$ cat config.mk
export PLATFORM = sky130hd
export DESIGN_NAME = button_debounce_fsm
export DESIGN_NICKNAME = d
export VERILOG_FILES = /design/src/rtl/button_debounce_fsm.sv
export SDC_FILE = /design/constraint.sdc
export NUM_CORES = 1
export LEC_CHECK = 0
export BUFFER_PORTS_ARGS = -buffer_cell sky130_fd_sc_hd__buf_4
export CAP_MARGIN = 20
export CORE_MARGIN = 1.5
export CORE_UTILIZATION = 55
export CTS_CLUSTER_DIAMETER = 30
export DETAILED_ROUTE_END_ITERATION = 16
export GPL_TIMING_DRIVEN = 1
export PLACE_DENSITY = 0.78
export RECOVER_POWER = 25
export SLEW_MARGIN = 20
export SYNTH_ARGS = -nofsm -noshare
export SYNTH_HDL_FRONTEND = slang
export SYNTH_SLANG_ARGS = --single-unit
$ cat constraint.sdc
create_clock -name clk -period 2.3 [get_ports clk]
set_input_delay 0.23 -clock clk [delete_from_list [all_inputs] [get_ports clk]]
set_output_delay 0.23 -clock clk [all_outputs]
set_load 0.03 [all_outputs]
$ cat src/rtl/button_debounce_fsm.sv
`default_nettype none
// ============================================================================
//  Module      : button_debounce_fsm
//  Description : Synchronises a raw button level, accepts a new level after
//                N_STABLE stable sample ticks, and counts accepted presses.
//  Revision    : 1.0  initial release
// ============================================================================
module button_debounce_fsm #(
    parameter int N_STABLE = 4,
    parameter int CNT_W    = 8
) (
    input  logic             clk,
    input  logic             rst_s_n,
    input  logic             sample_tick,
    input  logic             btn_in,
    output logic             btn_level,
    output logic             btn_rise,
    output logic             btn_fall,
    output logic [CNT_W-1:0] press_count
);

    localparam int c_STAB_W = $clog2(N_STABLE + 1);
    localparam logic [c_STAB_W-1:0] c_STAB_LAST = c_STAB_W'(N_STABLE - 1);

    localparam logic [1:0] S_LOW      = 2'd0;
    localparam logic [1:0] S_CHK_HIGH = 2'd1;
    localparam logic [1:0] S_HIGH     = 2'd2;
    localparam logic [1:0] S_CHK_LOW  = 2'd3;

    logic [1:0]          r_state;
    logic [c_STAB_W-1:0] r_stab_cnt;
    logic                r_sync1;
    logic                r_sync2;
    logic                r_level;
    logic                r_rise;
    logic                r_fall;
    logic [CNT_W-1:0]    r_press_count;

    // A level mismatch is tested before sample_tick so an abort always wins.
    always_ff @(posedge clk) begin
        if (!rst_s_n) begin
            r_state       <= S_LOW;
            r_stab_cnt    <= '0;
            r_sync1       <= 1'b0;
            r_sync2       <= 1'b0;
            r_level       <= 1'b0;
            r_rise        <= 1'b0;
            r_fall        <= 1'b0;
            r_press_count <= '0;
        end else begin
            r_sync1 <= btn_in;
            r_sync2 <= r_sync1;
            r_rise  <= 1'b0;
            r_fall  <= 1'b0;
            case (r_state)
                S_LOW: begin
                    if (r_sync2) begin
                        r_state    <= S_CHK_HIGH;
                        r_stab_cnt <= '0;
                    end
                end
                S_CHK_HIGH: begin
                    if (!r_sync2) begin
                        r_state    <= S_LOW;
                        r_stab_cnt <= '0;
                    end else if (sample_tick) begin
                        if (r_stab_cnt == c_STAB_LAST) begin
                            r_state       <= S_HIGH;
                            r_stab_cnt    <= '0;
                            r_level       <= 1'b1;
                            r_rise        <= 1'b1;
                            r_press_count <= r_press_count + CNT_W'(1);
                        end else begin
                            r_stab_cnt <= r_stab_cnt + c_STAB_W'(1);
                        end
                    end
                end
                S_HIGH: begin
                    if (!r_sync2) begin
                        r_state    <= S_CHK_LOW;
                        r_stab_cnt <= '0;
                    end
                end
                S_CHK_LOW: begin
                    if (r_sync2) begin
                        r_state    <= S_HIGH;
                        r_stab_cnt <= '0;
                    end else if (sample_tick) begin
                        if (r_stab_cnt == c_STAB_LAST) begin
                            r_state    <= S_LOW;
                            r_stab_cnt <= '0;
                            r_level    <= 1'b0;
                            r_fall     <= 1'b1;
                        end else begin
                            r_stab_cnt <= r_stab_cnt + c_STAB_W'(1);
                        end
                    end
                end
                default: begin
                    r_state    <= S_LOW;
                    r_stab_cnt <= '0;
                end
            endcase
        end
    end

    assign btn_level   = r_level;
    assign btn_rise    = r_rise;
    assign btn_fall    = r_fall;
    assign press_count = r_press_count;

endmodule
`default_nettype wire

==> reports/results.txt, run 1 <==
Num rows = 13
Met2 Usage GRT = 0.297
Share of cells above drive strength 1 = 0.170
Max Cap Viol = 0
Most used routing layer = met2
DR vias/cell = 5.37
DRC errors left = 0
Unrepaired setup endpoints after global routing = no
Clock Path Buffers = 2
Dpl cell area = 950 um2
Number of I/O port buffers = 14
Ys flop type = dfxtp_1
CTS tree = yes
Sum Neg Setup Slack = 0 ps
GPL Wtd Cong = 0.727
Crit start category = flip-flop
Final WL = 1390 um
Power Dens Cells = 544 nW/um2
Met3 GRT Util = 0.0517
DIE AREA = 1770 um2
Final instance area = 963 um2
Skew-Pair Late Insertion Delay = 290 ps
Initial DRC count = 15
Tmin final = 1530 ps
Worst path required time = 2500 ps
Hold Crit Class = input port to flip-flop
Vias in the first global route = 600
Final worst path period share = 0.667
Peak VDD IR = 0.458 mV
Hold-fix buffers, CTS = 0
Global routing usage on met1 = 0.254
Synth warn = 0
Worst-path maximum fanout = 9
CTS root buf = clkbuf_4
Number of enable flip-flop cells after synthesis = 0
Die height = 42.1 um
Clk slew on worst S/H paths = 100 ps
Endpoints failing hold = 0
CP Capture Type = flip-flop
Clock skew = 3.52 ps
Syn Inst Count = 85
Leading area contributor after synthesis = dfxtp_1
Initial DRT Pass Iterations = 4
Commonest cells post-synth = 18 x dfxtp_1, 11 x and2_1, 9 x nand2_1
Routed wire per std cell = 12.1 um
Leak = 0.421 nW
Largest net degree at the start of global routing = 19
GRT Resource Usage Total = 0.197
Final setup vio count = 0
H-Tree Depth = 1
Most numerous cell in the Yosys netlist = dfxtp_1
I/O Pins = 15
Ys async rst share = 0
Post-DRT Antenna Nets = 0
Top post-synthesis cells by area = dfxtp_1 43%, and2_1 8.2%, xnor2_1 4.2%
PostCTS Resize Cnt = 0
Syn avg cell area = 9.88 um2
Cell Area, Synth = 840 um2
Setup bufs post-CTS = 0
Initial Utilization = 0.614
F_max = 652 MHz
Ant diodes = 0
First-pass GRT wire length = 2650 um
Fraction of post-synthesis cell area in the top cell type by area = 0.429
Layout Nets = 107
Synthesis-to-finish area growth = 14.8%
Normalized max-slew margin = 0.611
Slack of the worst reg-to-reg path = 770 ps
Area of the core = 1370 um2
Antenna violations before repair = 0
Status = complete, no violations
Post-detail-place hpwl = 975 um
Syn_nets = 91
Sink Count = 18
Seq cells post-synth = 18
Worst Path Arrival = 1730 ps
Least-Margin Pin Slew = 584 ps
TritonCTS buffer count = 3
Post-synthesis sequential area ratio = 0.429
Synth cell types = 31
Slew Limit Fails = 0
Grt total ovfl = 0
Vias = 618
Die X-Extent = 42.1 um
Hold slack = 137 ps
Setup Crit Path Kind = flip-flop to flip-flop
worst max-delay path: stages (launching register included):
cell and delay (ps):
dfxtp_1 390, ha_1 260, nand4b_4 220, nor4_4 330, xor2_1 90, and2_1 150
placed cells by master (no fill, tap or decap), drive strengths merged:
cell / instances
dfxtp: 18
and2: 11
clkbuf: 10
nand2: 9
buf: 8
o21ai: 4
xnor2: 4
xor2: 4
nand3: 3
and3: 3
a21oi: 2
nor3: 2
nand3b: 2
mux2i: 2
nand2b: 2
ha: 2
and4b: 2
a21boi: 2
nand4b: 1
nor3b: 1
and4: 1
nand4: 1
or3: 1
nor2b: 1
o22ai: 1
nor2: 1
o21a: 1
nor4: 1
layout make-up:
cell class,instances,area [um2]
clock buffer,4,36.3
sequential,18,360
fill,117,403
multi-input combinational,64,465
timing repair buffer,14,82.6
tap,15,18.8
per-layer routing:
metal | share of wire | up-vias
met1 | 0.52 | 275
met3 | 0.045 | 5
met2 | 0.41 | 14
li1 | - | 324
met5 | 0 | -
met4 | 0.024 | 0
sequential cells by signal (all words and copies together) (netlist names), named ones only:
signal,flops
r_state,1
btn_rise,1
btn_fall,1
r_stab_cnt,3
r_sync1,1
btn_level,1
press_count,8
r_sync2,1
per-stage QoR:
| stage | utilization | setup slack [ps] | std cells | power, W |
|---|---|---|---|---|
| 2_1_floorplan | - | 885 | 85 | 0.000331 |
| 4_1_cts | 0.722 | 748 | 115 | 0.000534 |
| 5_1_grt | 0.705 | 657 | 115 | 0.000546 |
| 6_report | 0.705 | 766 | 115 | 0.000524 |
| 3_3_place_gp | 0.695 | 834 | 111 | 0.000339 |
| 3_5_place_dp | 0.695 | 773 | 111 | 0.000339 |
final timing paths:
path / from / endpoint / cells past startpoint
max reg2reg: r_stab_cnt[0]$_SDFFE_PN0P_ / press_count[6]$_SDFFE_PN0P_ / 5
max: r_stab_cnt[0]$_SDFFE_PN0P_ / press_count[6]$_SDFFE_PN0P_ / 5
min: btn_in / r_sync1$_SDFF_PN0_ / 2
min reg2reg: r_sync1$_SDFF_PN0_ / r_sync2$_SDFF_PN0_ / 1
cells by family after synthesis:
family / synth area share
buffers and inverters: 0.0164
DFF: 0.429
AOI/OAI and AO/OA: 0.0701
xor gates and xnor gates: 0.0834
and+or+nand+nor: 0.347
muxes: 0.0238
adders and majority gates: 0.0298
where the power goes:
| group | internal (W) | leakage (nW) | switching [W] | total (W) |
|---|---|---|---|---|
| registers | 0.000314 | 0.145 | 0.00000290 | 0.000317 |
| logic | 0.00000687 | 0.254 | 0.00000766 | 0.0000145 |
| clock network | 0.0000966 | 0.0210 | 0.0000969 | 0.000193 |
Power figures use the tool's default switching activity.
==> run 2: changes to the inputs <==
Settings changed: CORE_UTILIZATION 55 to 52, PLACE_DENSITY 0.78 to 0.74.
Clock period 2.3 ns to 1.53 ns, I/O delays scaled along.
==> run 2 against run 1 <==
Non-clock buffer count rose by 1. Design area up 3.0%. First-iteration DRC count fell by 73%. Die area grew 5.3%.
==> reports/results.txt, run 2 (same netlist as run 1, synthesis figures left out) <==
Vias = 630 (was 618)
Initial DRC count = 4 (was 15)
Synthesis-to-finish area growth = 18.2% (was 14.8%)
CTS tree = yes (unchanged)
Endpoints failing hold = 0 (unchanged)
Unrepaired setup endpoints after global routing = no (unchanged)
Grt total ovfl = 0 (unchanged)
Vias in the first global route = 563 (was 600)
Status = complete, no violations (unchanged)
Final setup vio count = 0 (unchanged)
Commonest non-fill, non-tap cell in the layout = dfxtp_1 (unchanged)
Share of cells above drive strength 1 = 0.218 (was 0.170)
Worst-path maximum fanout = 9 (unchanged)
CTS root buf = clkbuf_4 (unchanged)
Setup Crit Path Kind = flip-flop to flip-flop (unchanged)
Worst flop-to-flop path startpoint = r_stab_cnt[0]$_SDFFE_PN0P_ (unchanged)
Max reg flops = 8 (unchanged)
Max Cap Viol = 0 (unchanged)
Num rows = 14 (was 13)
Placed cells = 113 (was 111)
Clock skew = 1.26 ps (was 3.52 ps)
Initial DRT Pass Iterations = 2 (was 4)
Worst path required time = 1720 ps (was 2500 ps)
GRT Resource Usage Total = 0.168 (was 0.197)
Clock Path Buffers = 2 (unchanged)
Crit start category = flip-flop (unchanged)
Number of I/O port buffers = 14 (unchanged)
DR vias/cell = 5.38 (was 5.37)
First-pass GRT wire length = 2290 um (was 2650 um)
Worst Path Arrival = 1610 ps (was 1730 ps)
Die height = 43.2 um (was 42.1 um)
H-Tree Depth = 1 (unchanged)
Routed wire per std cell = 11.9 um (was 12.1 um)
Skew-Pair Late Insertion Delay = 290 ps (about the same)
Hold Crit Class = input port to flip-flop (unchanged)
Post-DRT Antenna Nets = 0 (unchanged)
DIE AREA = 1860 um2 (was 1770 um2)
Initial Utilization = 0.557 (was 0.614)
Setup bufs post-CTS = 0 (unchanged)
Normalized max-slew margin = 0.615 (was 0.611)
Final worst path period share = 0.923 (was 0.667)
Final WL = 1390 um (about the same)
I/O Pins = 15 (unchanged)
Post-detail-place hpwl = 984 um (was 975 um)
F_max = 708 MHz (was 652 MHz)
Area of the core = 1510 um2 (was 1370 um2)
Hold-fix buffers, CTS = 0 (unchanged)
Sink Count = 18 (unchanged)
Sum Neg Setup Slack = 0 ps (unchanged)
Tmin final = 1410 ps (was 1530 ps)
Layout Nets = 108 (was 107)
Largest net degree at the start of global routing = 19 (unchanged)
Slew Limit Fails = 0 (unchanged)
HP Start = btn_in (unchanged)
Worst Setup SP = r_stab_cnt[0]$_SDFFE_PN0P_ (unchanged)
Die X-Extent = 43.2 um (was 42.1 um)
CP Capture Type = flip-flop (unchanged)
Antenna violations before repair = 0 (unchanged)
TritonCTS buffer count = 3 (unchanged)
DRC errors left = 0 (unchanged)
Peak VDD IR = 0.506 mV (was 0.458 mV)
Leak = 0.424 nW (was 0.421 nW)
Power Dens Cells = 793 nW/um2 (was 544 nW/um2)
GPL Wtd Cong = 0.693 (was 0.727)
Clk slew on worst S/H paths = 100 ps (about the same)
Least-Margin Pin Slew = 578 ps (was 584 ps)
Non-filler cells, final = 117 (was 115)
Most frequent cells in the layout = 16 x dfxtp_1, 10 x and2_1, 9 x nand2_1, 9 x buf_4, 6 x clkbuf_1 (was 18 x dfxtp_1, 10 x and2_1, 9 x nand2_1)
Ant diodes = 0 (unchanged)
## run 2: critical path: stages (launching register included)
cell      delay, ps
dfxtp_2         390
ha_4            170
nand4b_4        200
nor4_4          320
xor2_1           80
and2_1          150
## run 2: worst paths after layout
path	end	slack, ps	depth (start not counted)
hold / removal	r_sync1$_SDFF_PN0_	60	2
hold reg to reg	r_sync2$_SDFF_PN0_	440	1
setup reg to reg	press_count[6]$_SDFFE_PN0P_	120	5
setup / recovery	press_count[6]$_SDFFE_PN0P_	120	5
## run 2: power by group
group          internal [W]  leakage (nW)  total [W]  switching, W
combinational     0.0000112         0.257  0.0000235     0.0000123
sequential         0.000471         0.146   0.000475    0.00000385
clock              0.000145        0.0210   0.000288      0.000143
## run 2: layer usage
metal,part of all wire,wire (um),GRT usage,up-vias
met5,0,0,0,-
met4,0.015,21,0.0909,0
met3,0.041,57,0.0511,4
met2,0.45,620,0.260,11
met1,0.50,691,0.205,292
li1,-,-,-,323
## run 2: area by class of cell
class	count	area, um2
fill	129	514
multi-input combinational	64	483
sequential	18	363
timing repair buffer	15	90.1
clock buffer	4	36.3
tap	16	20.0
## run 2: metrics by stage
| stage | hold slack, ps | cell area, um2 | power, W | setup WS, ps | util |
|---|---|---|---|---|---|
| after floorplan | 275 | 840 | 0.000497 | 115 | - |
| final | 64.4 | 992 | 0.000787 | 118 | 0.659 |
| after global placement | 367 | 958 | 0.000510 | 73.4 | 0.636 |
| after CTS | 61.2 | 1000 | 0.000797 | 20.8 | 0.665 |
| after global routing | 42.4 | 992 | 0.000820 | 10.5 | 0.659 |
| after detailed placement | 368 | 958 | 0.000511 | 0.982 | 0.636 |
## run 2: repair_timing
action / 4_1_cts / 5_1_grt
resized for setup: 2 / 3
pin swaps: 0 / 1
hold endpoints to repair: 0 / 0
endpoints found under the setup margin: 3 / 8
